==> src/rtl/pipe_stall_ctrl_pkg.sv <==
// Shared types and constants for the pipeline stall/flush controller.
package pipe_stall_ctrl_pkg;

  localparam logic Stop   = 1'b1;
  localparam logic NoStop = 1'b0;

  // Bit order: {WB, MEM, EX, ID, IF, PC}
  localparam logic [5:0] STALL_NONE = 6'b000000;
  localparam logic [5:0] STALL_IF   = 6'b000011;
  localparam logic [5:0] STALL_ID   = 6'b000111;
  localparam logic [5:0] STALL_EX   = 6'b001111;
  localparam logic [5:0] STALL_MEM  = 6'b011111;

  localparam logic [31:0] EXC_VECTOR_DEF = 32'h0000_0020;
  localparam logic [31:0] ERET_CODE_DEF  = 32'h0000_000E;

  typedef enum logic [1:0] {
    ST_IDLE  = 2'd0,
    ST_PEND  = 2'd1,
    ST_FLUSH = 2'd2
  } state_e;

  typedef enum logic [2:0] {
    CAUSE_NONE = 3'd0,
    CAUSE_IF   = 3'd1,
    CAUSE_ID   = 3'd2,
    CAUSE_EX   = 3'd3,
    CAUSE_MEM  = 3'd4
  } cause_e;

  function automatic logic [31:0] redirect_pc(input logic [31:0] exc,
                                              input logic [31:0] epc,
                                              input logic [31:0] eret_code,
                                              input logic [31:0] exc_vec);
    return (exc == eret_code) ? epc : exc_vec;
  endfunction

endpackage

==> src/rtl/pipe_stall_ctrl_if.sv <==
// Stall request / flush control bundle between pipeline stages and the controller.
interface pipe_stall_ctrl_if;
  logic        stallreq_if;
  logic        stallreq_id;
  logic        stallreq_ex;
  logic        stallreq_mem;
  logic [31:0] excepttype_i;
  logic [31:0] cp0_epc_i;
  logic [5:0]  stall;
  logic        flush;
  logic [31:0] new_pc;
  logic        flush_pending;

  modport master (
    output stallreq_if, stallreq_id, stallreq_ex, stallreq_mem, excepttype_i, cp0_epc_i,
    input  stall, flush, new_pc, flush_pending
  );

  modport slave (
    input  stallreq_if, stallreq_id, stallreq_ex, stallreq_mem, excepttype_i, cp0_epc_i,
    output stall, flush, new_pc, flush_pending
  );
endinterface

==> src/rtl/pipe_stall_ctrl_prio_enc.sv <==
// Fixed-priority merge of stage stall requests: deepest requesting stage wins.
module stall_prio_enc
  import pipe_stall_ctrl_pkg::*;
(
  input  logic       req_if_i,
  input  logic       req_id_i,
  input  logic       req_ex_i,
  input  logic       req_mem_i,
  output logic [5:0] stall_o,
  output cause_e     cause_o
);
  always_comb begin
    stall_o = STALL_NONE;
    cause_o = CAUSE_NONE;
    if (req_mem_i) begin
      stall_o = STALL_MEM;
      cause_o = CAUSE_MEM;
    end else if (req_ex_i) begin
      stall_o = STALL_EX;
      cause_o = CAUSE_EX;
    end else if (req_id_i) begin
      stall_o = STALL_ID;
      cause_o = CAUSE_ID;
    end else if (req_if_i) begin
      stall_o = STALL_IF;
      cause_o = CAUSE_IF;
    end
  end
endmodule

==> src/rtl/pipe_stall_ctrl.sv <==
// Pipeline stall merge plus exception/ERET flush sequencer; flushes wait out MEM bus stalls.
// Optional per-cause stall counters are built when CTRL_PERF_EN is defined.
module pipe_stall_ctrl
  import pipe_stall_ctrl_pkg::*;
#(
  parameter logic [31:0] EXC_VECTOR = EXC_VECTOR_DEF,
  parameter logic [31:0] ERET_CODE  = ERET_CODE_DEF,
  parameter int          CNT_W      = 32
) (
  input  logic              clk,
  input  logic              rst,
  pipe_stall_ctrl_if.slave  bus
`ifdef CTRL_PERF_EN
  ,
  output logic [CNT_W-1:0]  stall_cnt_id,
  output logic [CNT_W-1:0]  stall_cnt_ex,
  output logic [CNT_W-1:0]  stall_cnt_mem
`endif
);
  state_e      state_q, state_d;
  logic [31:0] exc_q, exc_d;
  logic [31:0] epc_q, epc_d;
  logic [5:0]  enc_stall;
  cause_e      enc_cause, cause_eff;

  stall_prio_enc u_prio (
    .req_if_i  (bus.stallreq_if),
    .req_id_i  (bus.stallreq_id),
    .req_ex_i  (bus.stallreq_ex),
    .req_mem_i (bus.stallreq_mem),
    .stall_o   (enc_stall),
    .cause_o   (enc_cause)
  );

  always_ff @(posedge clk) begin
    if (rst) begin
      state_q <= ST_IDLE;
      exc_q   <= '0;
      epc_q   <= '0;
    end else begin
      state_q <= state_d;
      exc_q   <= exc_d;
      epc_q   <= epc_d;
    end
  end

  always_comb begin
    state_d           = state_q;
    exc_d             = exc_q;
    epc_d             = epc_q;
    bus.stall         = enc_stall;
    bus.flush         = 1'b0;
    bus.new_pc        = '0;
    bus.flush_pending = 1'b0;
    cause_eff         = enc_cause;
    unique case (state_q)
      ST_IDLE: begin
        if (bus.excepttype_i != '0) begin
          if (!bus.stallreq_mem) begin
            bus.flush  = 1'b1;
            bus.stall  = STALL_NONE;
            bus.new_pc = redirect_pc(bus.excepttype_i, bus.cp0_epc_i, ERET_CODE, EXC_VECTOR);
            cause_eff  = CAUSE_NONE;
            state_d    = ST_FLUSH;
          end else begin
            exc_d   = bus.excepttype_i;
            epc_d   = bus.cp0_epc_i;
            state_d = ST_PEND;
          end
        end
      end
      ST_PEND: begin
        // Hold everything behind MEM until the bus transfer drains.
        bus.flush_pending = 1'b1;
        bus.stall         = STALL_MEM;
        cause_eff         = CAUSE_MEM;
        if (!bus.stallreq_mem) begin
          bus.flush  = 1'b1;
          bus.stall  = STALL_NONE;
          bus.new_pc = redirect_pc(exc_q, epc_q, ERET_CODE, EXC_VECTOR);
          cause_eff  = CAUSE_NONE;
          state_d    = ST_FLUSH;
        end
      end
      ST_FLUSH: begin
        // Guaranteed clean cycle for the first redirected instruction.
        bus.stall = STALL_NONE;
        cause_eff = CAUSE_NONE;
        state_d   = ST_IDLE;
      end
      default: begin
        bus.stall = STALL_NONE;
        cause_eff = CAUSE_NONE;
        state_d   = ST_IDLE;
      end
    endcase
    if (rst) begin
      bus.stall         = STALL_NONE;
      bus.flush         = 1'b0;
      bus.new_pc        = '0;
      bus.flush_pending = 1'b0;
    end
  end

`ifdef CTRL_PERF_EN
  logic [CNT_W-1:0] cnt_id_q, cnt_ex_q, cnt_mem_q;

  always_ff @(posedge clk) begin
    if (rst) begin
      cnt_id_q  <= '0;
      cnt_ex_q  <= '0;
      cnt_mem_q <= '0;
    end else begin
      if (cause_eff == CAUSE_ID)  cnt_id_q  <= cnt_id_q + 1'b1;
      if (cause_eff == CAUSE_EX)  cnt_ex_q  <= cnt_ex_q + 1'b1;
      if (cause_eff == CAUSE_MEM) cnt_mem_q <= cnt_mem_q + 1'b1;
    end
  end

  assign stall_cnt_id  = cnt_id_q;
  assign stall_cnt_ex  = cnt_ex_q;
  assign stall_cnt_mem = cnt_mem_q;
`endif

endmodule

==> src/flat_wrapper.sv <==
// flat-port wrapper written by rule: the top's interface ports become plain ports
module pipe_stall_ctrl_flat import pipe_stall_ctrl_pkg::*;
#(
  parameter logic [31:0] EXC_VECTOR = EXC_VECTOR_DEF,
  parameter logic [31:0] ERET_CODE  = ERET_CODE_DEF,
  parameter int          CNT_W      = 32
)
  (clk, rst, bus_stallreq_if, bus_stallreq_id, bus_stallreq_ex, bus_stallreq_mem, bus_excepttype_i, bus_cp0_epc_i, bus_stall, bus_flush, bus_new_pc, bus_flush_pending);
  pipe_stall_ctrl_if bus_i ();
  input  logic clk;
  input  logic rst;
  input wire logic [$bits(bus_i.stallreq_if)-1:0] bus_stallreq_if;
  input wire logic [$bits(bus_i.stallreq_id)-1:0] bus_stallreq_id;
  input wire logic [$bits(bus_i.stallreq_ex)-1:0] bus_stallreq_ex;
  input wire logic [$bits(bus_i.stallreq_mem)-1:0] bus_stallreq_mem;
  input wire logic [$bits(bus_i.excepttype_i)-1:0] bus_excepttype_i;
  input wire logic [$bits(bus_i.cp0_epc_i)-1:0] bus_cp0_epc_i;
  output wire logic [$bits(bus_i.stall)-1:0] bus_stall;
  output wire logic [$bits(bus_i.flush)-1:0] bus_flush;
  output wire logic [$bits(bus_i.new_pc)-1:0] bus_new_pc;
  output wire logic [$bits(bus_i.flush_pending)-1:0] bus_flush_pending;
  assign bus_i.stallreq_if = bus_stallreq_if;
  assign bus_i.stallreq_id = bus_stallreq_id;
  assign bus_i.stallreq_ex = bus_stallreq_ex;
  assign bus_i.stallreq_mem = bus_stallreq_mem;
  assign bus_i.excepttype_i = bus_excepttype_i;
  assign bus_i.cp0_epc_i = bus_cp0_epc_i;
  assign bus_stall = bus_i.stall;
  assign bus_flush = bus_i.flush;
  assign bus_new_pc = bus_i.new_pc;
  assign bus_flush_pending = bus_i.flush_pending;
  pipe_stall_ctrl #(.EXC_VECTOR(EXC_VECTOR), .ERET_CODE(ERET_CODE), .CNT_W(CNT_W)) u_core (.clk(clk), .rst(rst), .bus(bus_i));
endmodule
==> config.mk <==
export PLATFORM = sky130hd
export DESIGN_NAME = pipe_stall_ctrl_flat
export DESIGN_NICKNAME = d
export VERILOG_FILES = /design/src/rtl/pipe_stall_ctrl_pkg.sv /design/src/rtl/pipe_stall_ctrl_if.sv /design/src/rtl/pipe_stall_ctrl_prio_enc.sv /design/src/rtl/pipe_stall_ctrl.sv /design/src/flat_wrapper.sv
export SDC_FILE = /design/constraint.sdc
export NUM_CORES = 1
export LEC_CHECK = 0
export ABC_AREA = 0
export BUFFER_PORTS_ARGS = -buffer_cell sky130_fd_sc_hd__buf_2
export CELL_PAD_IN_SITES_DETAIL_PLACEMENT = 0
export CELL_PAD_IN_SITES_GLOBAL_PLACEMENT = 2
export CORE_ASPECT_RATIO = 0.7
export CORE_MARGIN = 3
export CORE_UTILIZATION = 30
export DETAILED_ROUTE_END_ITERATION = 7
export GPL_ROUTABILITY_DRIVEN = 0
export PLACE_DENSITY_LB_ADDON = 0.1
export RECOVER_POWER = 100
export SLEW_MARGIN = 15
export SYNTH_ARGS = -nofsm -noshare
export SYNTH_HDL_FRONTEND = slang
export SYNTH_SLANG_ARGS = --single-unit
export TNS_END_PERCENT = 5
==> constraint.sdc <==
create_clock -name clk -period 1.8 [get_ports clk]
set_input_delay 0.09 -clock clk [delete_from_list [all_inputs] [get_ports clk]]
set_output_delay 0.09 -clock clk [all_outputs]
set_load 0.05 [all_outputs]
==> impl_metrics.env, run 1 <==
export IMPL_status="complete, but fails checks"
export IMPL_violations="negative setup slack"
export IMPL_min_period_over_period_pct=126
export IMPL_max_slew_worst_pin_slew_ns=0.741
export IMPL_clk_latency_ns=0.33
export IMPL_synth_avg_cell_area_sq_um=8.18
export IMPL_cp_end_kind="output port"
export IMPL_syn_inst=500
export IMPL_first_pass_iters=5
export IMPL_place_ws_ns=-0.243
export IMPL_grt_pass1_wl_um=24300
export IMPL_min_period_ns=2.27
export IMPL_slew_violations=0
export IMPL_dp_cells=789
export IMPL_ys_seq_area_share_pct=32.3
export IMPL_clock_skew_ns=0.00466
export IMPL_antenna_found_initial=3
export IMPL_crit_required_ns=1.71
export IMPL_totalWireLength_um=14800
export IMPL_cpPeakStageDelay_ns=0.34
export IMPL_area_delta_synth_final_pct=41.8
export IMPL_synthDistinctLibCells=39
export IMPL_ys_flop_type="dfxtp_1"
export IMPL_fin_setup_tns_ns=-16.15
export IMPL_ys_top_cells_by_area="dfxtp_1, nand3_1, o2111ai_1"
export IMPL_netlist_area_leader_share_pct=32.3
export IMPL_synth_fp_nets=570
export IMPL_first_iter_violations=321
export IMPL_drcViolationCount=0
export IMPL_synth_top_area_cell="dfxtp_1"
export IMPL_ys_ff_latch=66
export IMPL_pin_count=110
export IMPL_crit_path_start_kind="flop"
export IMPL_slowest_stage="dfxtp_2"
export IMPL_dieWidth_um=146
export IMPL_grt_pass1_vias=4692
export IMPL_relSlewSlack_pct=50.6
export IMPL_drive_gt1_share_pct=34.9
export IMPL_netlist_area_sq_um=4090
export IMPL_crit_fanout=15
export IMPL_cts_tree="built"
export IMPL_leakage_nw=2.19
export IMPL_postRouteAntennaNets=0
export IMPL_root_buffer="clkbuf_16"
export IMPL_numCtsBuffers=9
export IMPL_wl_per_cell_um=18.3
export IMPL_dp_hpwl_um=9330
export IMPL_die_area_sq_um=15100
export IMPL_initial_core_util_pct=30.9
export IMPL_grtUsageTotal_pct=19.2
export IMPL_rsz0062_at_grt="true"
export IMPL_portBuffers=108
export IMPL_avgViaCountPerCell=5.73
export IMPL_ctsHtreeMaxLevel=3
export IMPL_num_rows=35
export IMPL_critical_path_class="flop to output port"
export IMPL_grt_max_degree=69
export IMPL_path_cells="nor4_4, nand4_1, buf_4, nor4_4, buf_6, buf_16, a22o_1, buf_6"
export IMPL_finalWorstSetupSlack_ns=-0.473
export IMPL_maxCapViolations=0
export IMPL_grt_ovfl_total=0
export IMPL_max_freq_mhz=440
export IMPL_async_reset_ff_share_pct=0
export IMPL_synth_edf_count=0
export IMPL_clkSlewWorstSetupHoldPaths_ns=0.06
export IMPL_cp_arrival_ns=2.18
export IMPL_cts_sinks=66
export IMPL_final_cell_mix="buf_2, dfxtp_1, nand3_1"
export IMPL_clockBufferDepth=2
export IMPL_core_area_sq_um=13200
export IMPL_report_final_hold_viol_count=0
export IMPL_utilization_pct=43.8
export IMPL_ctsHoldBuffers=0
export IMPL_yosysWarnings=0
export IMPL_setup_viol=68
export IMPL_hp_class="input port to flop"
export IMPL_final_cell_count_no_fill=811
export IMPL_vias=4647
export IMPL_mostFrequentLayoutCell="buf_2"
export IMPL_die_height_um=104
export IMPL_power_density_nw_per_um2=708
export IMPL_nets=689
export IMPL_vdd_drop_max_v=0.000395
-- metal layers --
layer | global-route usage [%] | share of wire, %
met1 | 25.8 | 48
met2 | 30.4 | 45
met3 | 5.29 | 6.0
met4 | 5.49 | 0.65
met5 | 0 | 0.18
-- logic make-up (layout without fill, tap and decap cells) --
family | Yosys count | count (layout) | synth area share (%)
other | 1 | 3 | 0.0917
AND/OR/NAND/NOR | 195 | 195 | 26.4
flip-flops | 66 | 66 | 32.3
AO/OA/AOI/OAI | 171 | 171 | 34.0
buffers and inverters | 67 | 191 | 7.16
-- sequential cells by signal, summed over array words and instances (netlist names) --
register / cells
u_core.epc_q: 32
u_core.exc_q: 32
u_core.state_q: 2
-- cell type report --
cell class,instances,area [sq um]
diodes,2,5.00
flip-flops and latches,66,1330
clock inverters,3,15.0
repair buffers,172,1360
clock buffers,13,250
well taps,185,231
fillers,1338,7430
inverters,3,13.8
multi-input cells,367,2600
-- stage by stage --
step	total power [mW]	area (sq um)	hold slack (ns)
final	4.10	5800	0.0295
after global routing	4.31	5800	0.0370
after CTS	4.16	5770	0.0204
after detailed placement	2.50	5180	0.363
after global placement	2.48	5180	0.355
after floorplan	2.14	4120	0.216
-- Yosys cell counts (4+ instances only) --
| cell type | instances |
|---|---|
| dfxtp_1 | 66 |
| buf_2 | 9 |
| o311ai_1 | 22 |
| nor3_1 | 5 |
| a31oi_1 | 32 |
| o2111ai_1 | 32 |
| nor4_4 | 4 |
| o311ai_0 | 11 |
| nand2_1 | 30 |
| clkbuf_1 | 45 |
| nand3_1 | 60 |
| o221ai_1 | 29 |
| nand2b_1 | 32 |
| nor4_2 | 4 |
| nor2_1 | 38 |
| buf_1 | 5 |
| nor4_1 | 8 |
| a22o_1 | 31 |
| a21oi_1 | 5 |
-- worst max-delay path, delay by kind of cell, from the launching register on --
family	cells	cell delay (ns)
compound gates	1	0.17
flops	1	0.34
buf+inv	4	0.68
simple gates	3	0.65
-- final timing paths --
path | from | end | slack [ns] | cells past startpoint
setup reg to reg | u_core.state_q[0] | u_core.epc_q[17] | -0.12 | 6
setup / recovery | u_core.exc_q[8] | bus_new_pc[31] | -0.47 | 8
hold / removal | bus_cp0_epc_i[5] | u_core.epc_q[5] | 0.03 | 3
hold reg to reg | u_core.epc_q[14] | u_core.epc_q[14] | 0.53 | 2
-- repair_timing --
item | 4_1_cts | 5_1_grt
endpoints found under the setup margin | 36 | 55
gates cloned | 1 | 1
pin swaps | 9 | 15
resized for setup | 83 | 9
buffers inserted | 2 | 0
-- power by group --
| group | total, mW | internal [mW] | switching (mW) |
|---|---|---|---|
| sequential | 1.69 | 1.60 | 0.0915 |
| clock | 1.60 | 0.964 | 0.640 |
| combinational | 0.812 | 0.347 | 0.465 |
No activity file was read; power rests on OpenSTA's default activity.
==> inputs of run 2 (changes only) <==
==> constraint.sdc (replaced) <==
create_clock -name clk -period 1.8 [get_ports clk]
set_input_delay 0.27 -clock clk [delete_from_list [all_inputs] [get_ports clk]]
set_output_delay 0.27 -clock clk [all_outputs]
set_load 0.05 [all_outputs]
==> run 2 against run 1 <==
  * Highest routed layer is now met4
  * First-iteration DRC count is 15% lower
  * Combinational power increased by 5.0%
  * Sequential share of layout area down 0.75 points
  * The run still ends with negative setup slack left
  * Global-route usage grew 0.14 points
  * Critical path type unchanged
  * Critical endpoint is now bus_new_pc[21]
  * Die area unchanged
  * Total power grew 2.8%
  * Largest power group unchanged
  * Worst hold slack better by 0.18 ns
  * Utilization is 1.4 points higher
  * Critical path depth is the same
==> impl_metrics.env, run 2 (synthesized netlist as in run 1, its figures left out) <==
export IMPL_p_total_mw=4.22
export IMPL_initial_core_util_pct=30.9
export IMPL_fin_setup_tns_ns=-23.75
export IMPL_max_freq_mhz=390
export IMPL_vdd_drop_max_v=0.000494
export IMPL_min_period_over_period_pct=143
export IMPL_maxCapViolations=0
export IMPL_cp_arrival_ns=2.30
export IMPL_clk_latency_ns=0.33
export IMPL_r2r_cells=6
export IMPL_antennaDiodeCount=0
export IMPL_ctsHtreeMaxLevel=3
export IMPL_violations="negative setup slack"
export IMPL_rrSetupSlack_ns=0.05
export IMPL_grt_max_degree=55
export IMPL_min_period_ns=2.57
export IMPL_pin_count=110
export IMPL_first_pass_iters=4
export IMPL_drive_gt1_share_pct=36.1
export IMPL_clock_skew_ns=0.00545
export IMPL_core_area_sq_um=13200
export IMPL_wl_per_cell_um=18.0
export IMPL_clockBufferDepth=2
export IMPL_grt_pass1_vias=4537
export IMPL_relSlewSlack_pct=58.1
export IMPL_clkSlewWorstSetupHoldPaths_ns=0.06
export IMPL_hp_class="input port to flop"
export IMPL_dieWidth_um=146
export IMPL_totalWireLength_um=14800
export IMPL_crit_path_start_kind="flop"
export IMPL_critical_path_class="flop to output port"
export IMPL_cp_end_kind="output port"
export IMPL_rsz0062_at_grt="true"
export IMPL_numCtsBuffers=9
export IMPL_crit_start="u_core.exc_q[24]"
export IMPL_leakage_nw=2.30
export IMPL_num_rows=35
export IMPL_drcViolationCount=0
export IMPL_antenna_found_initial=0
export IMPL_die_area_sq_um=15100
export IMPL_postRouteAntennaNets=0
export IMPL_area_delta_synth_final_pct=46.5
export IMPL_ctsHoldBuffers=0
export IMPL_report_final_hold_viol_count=0
export IMPL_setup_viol=37
export IMPL_vias=4733
export IMPL_max_slew_worst_pin_slew_ns=0.628
export IMPL_portBuffers=108
export IMPL_cts_tree="built"
export IMPL_cts_sinks=66
export IMPL_grtUsageTotal_pct=19.4
export IMPL_crit_required_ns=1.53
export IMPL_finalWorstSetupSlack_ns=-0.767
export IMPL_dp_hpwl_um=9240
export IMPL_avgViaCountPerCell=5.76
export IMPL_place_ws_ns=-0.547
export IMPL_grt_pass1_wl_um=24200
export IMPL_grt_ovfl_total=0
export IMPL_crit_fanout=8
export IMPL_dp_cells=798
export IMPL_die_height_um=104
export IMPL_nets=702
export IMPL_fill_cells=1350
export IMPL_hold_path_depth=3
export IMPL_final_cell_count_no_fill=822
export IMPL_status="complete, but fails checks"
export IMPL_slew_violations=0
export IMPL_final_cell_mix="buf_2, dfxtp_1, buf_4"
export IMPL_mostFrequentLayoutCell="buf_2"
export IMPL_r2r_start="u_core.state_q[0]"
export IMPL_reg_largest_list="u_core.epc_q (32), u_core.exc_q (32), u_core.state_q (2)"
export IMPL_r2r_end="u_core.epc_q[2]"
export IMPL_cp_endpoint="bus_new_pc[21]"
export IMPL_root_buffer="clkbuf_16"
export IMPL_first_iter_violations=273
export IMPL_power_density_nw_per_um2=705
[run 2: area by class of cell]
cell class	instances	area [sq um]	area share, %
clock buffers	14	274	4.57
clock inverters	2	10.0	0.167
inverters	3	13.8	0.230
multi-input cells	367	2630	43.8
flip-flops and latches	66	1320	22.1
well taps	185	231	3.86
repair buffers	185	1510	25.2
[run 2: how the worst min path moves through the flow]
stage | from | to | slack, ns
floorplan | bus_stallreq_mem | u_core.state_q[0] | 0.40
global placement | u_core.exc_q[18] | u_core.exc_q[18] | 0.49
detailed placement | u_core.exc_q[18] | u_core.exc_q[18] | 0.50
CTS | bus_cp0_epc_i[9] | u_core.epc_q[9] | 0.20
global route | bus_cp0_epc_i[20] | u_core.epc_q[20] | 0.21
finish | bus_cp0_epc_i[7] | u_core.epc_q[7] | 0.21
[run 2: stage by stage]
step | hold WS, ns | util (%) | area (sq um)
after detailed placement | 0.500 | 40.0 | 5290
after global routing | 0.211 | 45.3 | 5990
after global placement | 0.494 | 40.0 | 5290
final | 0.213 | 45.3 | 5990
after floorplan | 0.396 | - | 4160
after CTS | 0.201 | 45.4 | 6000
[run 2: repair_timing]
| item | CTS | global route |
|---|---|---|
| buffers inserted | 5 | 1 |
| cloned | 3 | 0 |
| resized for setup | 93 | 4 |
| endpoints found under the hold margin | 0 | 0 |
| setup endpoints to repair | 38 | 45 |
| pin swaps | 10 | 4 |
[run 2: metal layers]
metal  vias up  part of all wire, %  GRT usage [%]
li1       2283                    -              -
met1      2310                   50           27.5
met2       128                   45           30.5
met3        12                  4.3           4.11
met4         0                 0.93           3.73
met5         -                    0              0
[run 2: report_power, final]
part	internal [mW]	total, mW	switching [mW]
Combinational	0.372	0.853	0.481
Clock	1.04	1.68	0.641
Sequential	1.60	1.68	0.0874
Total	3.01	4.22	1.21
[run 2: worst max-delay path, stage by stage, from the launching register on]
cell and delay (ns):
dfxtp_1 0.32, nor4_1 0.37, nand4_1 0.19, buf_4 0.19, nor4_4 0.15, buf_4 0.16, bufbuf_16 0.27, a22o_1 0.15
buf_6 0.16
==> inputs of run 3 (changes only) <==
Settings changed: CORE_UTILIZATION 30 to 27, PLACE_DENSITY set to 0.75, PLACE_DENSITY_LB_ADDON 0.1 to unset.
Clock period 1.8 ns to 2.2 ns, I/O delays scaled along.
==> run 3 against run 2 <==
  * The run still ends with negative setup slack left
  * Final area decreased by 6.3%
  * Sequential share of layout area rose by 1.5 points
  * Critical path depth decreased by 1
  * Die area is 11% higher
  * Sequential power down 18%
  * First-iteration DRC count grew 53%
  * Critical endpoint is now bus_new_pc[27]
==> impl_metrics.env, run 3 (synthesized netlist as in run 1, its figures left out) <==
export IMPL_grt_most_used_layer="met2"
export IMPL_slew_violations=0
export IMPL_grt_pass1_wl_um=23100
export IMPL_path_cells="nor4_4, buf_4, nand4_1, nor4_4, buf_12, a22o_1, buf_6"
export IMPL_leakage_nw=2.07
export IMPL_relSlewSlack_pct=51.4
export IMPL_min_delay_start="bus_cp0_epc_i[5]"
export IMPL_finalWorstSetupSlack_ns=-0.245
export IMPL_antennaDiodeCount=0
export IMPL_grt_ovfl_total=0
export IMPL_reg_largest_list="u_core.epc_q (32), u_core.exc_q (32), u_core.state_q (2)"
export IMPL_violations="negative setup slack"
export IMPL_antenna_found_initial=1
export IMPL_area_delta_synth_final_pct=37.3
export IMPL_ctsHoldBuffers=0
export IMPL_dieWidth_um=153
export IMPL_die_height_um=109
export IMPL_p_total_mw=3.43
export IMPL_use_met3_pct=4.28
export IMPL_grt_util_met1_pct=24.0
export IMPL_cts_tree="built"
export IMPL_vias=4573
export IMPL_met2_usage_pct=25.6
export IMPL_grt_max_degree=69
export IMPL_wl_per_cell_um=18.2
export IMPL_portBuffers=108
export IMPL_crit_fanout=31
export IMPL_clk_latency_ns=0.33
export IMPL_hp_class="input port to flop"
export IMPL_core_area_sq_um=14400
export IMPL_power_density_nw_per_um2=611
export IMPL_avgViaCountPerCell=5.83
export IMPL_postRouteAntennaNets=0
export IMPL_clockBufferDepth=2
export IMPL_maxCapViolations=0
export IMPL_drcViolationCount=0
export IMPL_grtUsageTotal_pct=16.8
export IMPL_crit_path_start_kind="flop"
export IMPL_dp_hpwl_um=9080
export IMPL_dp_cells=770
export IMPL_cpPeakStageDelay_ns=0.34
export IMPL_clkSlewWorstSetupHoldPaths_ns=0.05
export IMPL_first_pass_iters=4
export IMPL_mostFrequentLayoutCell="buf_2"
export IMPL_nets=661
export IMPL_min_period_ns=2.44
export IMPL_totalWireLength_um=14300
export IMPL_drive_gt1_share_pct=30.9
export IMPL_cts_sinks=66
export IMPL_status="complete, but fails checks"
export IMPL_num_rows=36
export IMPL_r2r_start="u_core.state_q[0]"
export IMPL_initial_core_util_pct=28.5
export IMPL_min_period_over_period_pct=111
export IMPL_ctsHtreeMaxLevel=3
export IMPL_vdd_drop_max_v=0.000370
export IMPL_grt_pass1_vias=4350
export IMPL_final_cell_count_no_fill=785
export IMPL_max_freq_mhz=409
export IMPL_numCtsBuffers=9
export IMPL_final_cell_mix="buf_2, dfxtp_1, nand3_1"
export IMPL_pin_count=110
export IMPL_crit_start="u_core.exc_q[27]"
export IMPL_critical_path_class="flop to output port"
export IMPL_die_area_sq_um=16700
export IMPL_report_final_hold_viol_count=0
export IMPL_rsz0062_at_grt="true"
export IMPL_crit_path_frequent_cell="nor4_4"
export IMPL_cp_end_kind="output port"
export IMPL_clock_skew_ns=0.00450
export IMPL_first_iter_violations=418
export IMPL_root_buffer="clkbuf_16"
export IMPL_max_slew_worst_pin_slew_ns=0.729
export IMPL_crit_required_ns=1.87
export IMPL_slowest_stage="dfxtp_2"
export IMPL_utilization_pct=39.1
export IMPL_cp_arrival_ns=2.11
export IMPL_setup_viol=32
## run 3: critical path: cells and delay by family (launching register included)
kind | cells | cell delay, ns
AND/OR/NAND/NOR | 3 | 0.72
buffers and inverters | 3 | 0.54
flip-flops | 1 | 0.34
AO/OA/AOI/OAI | 1 | 0.18
## run 3: stage by stage
stage / instance area, sq um / hold WS, ns / setup WS [ns] / TNS [ns]
CTS: 5570 / 0.265 / -0.280 / -8.47
global placement: 5040 / 0.493 / -0.197 / -6.13
finish: 5610 / 0.283 / -0.245 / -7.10
detailed placement: 5040 / 0.504 / -0.193 / -5.95
floorplan: 4170 / 0.456 / -0.0700 / -0.348
global route: 5610 / 0.289 / -0.402 / -12.92
## run 3: final timing paths
| kind | endpoint | cells past startpoint | slack (ns) |
|---|---|---|---|
| max | bus_new_pc[27] | 7 | -0.24 |
| min reg2reg | u_core.exc_q[2] | 2 | 0.52 |
| min | u_core.epc_q[5] | 3 | 0.28 |
| max reg2reg | u_core.exc_q[9] | 5 | 0.44 |
## run 3: layer usage
metal	part of all wire [%]	routed length, um
met1	49	6910
met2	44	6300
met3	6.4	912
met4	0.80	114
met5	0.091	13
## run 3: layout make-up
cell class | count | area [sq um]
clock buffers | 12 | 246
flip-flops and latches | 66 | 1320
inverters | 3 | 13.8
clock inverters | 3 | 40.0
fillers | 1466 | 8750
well taps | 190 | 238
repair buffers | 144 | 1110
multi-input cells | 367 | 2640
## run 3: what timing repair did
item,CTS,global route
resized for setup,73,11
setup buffers,0,0
pin swaps,13,18
endpoints found under the setup margin,34,36
## run 3: where the power goes
group | total (mW) | switching [mW] | internal (mW)
sequential | 1.38 | 0.0759 | 1.31
clock | 1.41 | 0.507 | 0.898
combinational | 0.640 | 0.379 | 0.261
total | 3.43 | 0.962 | 2.47
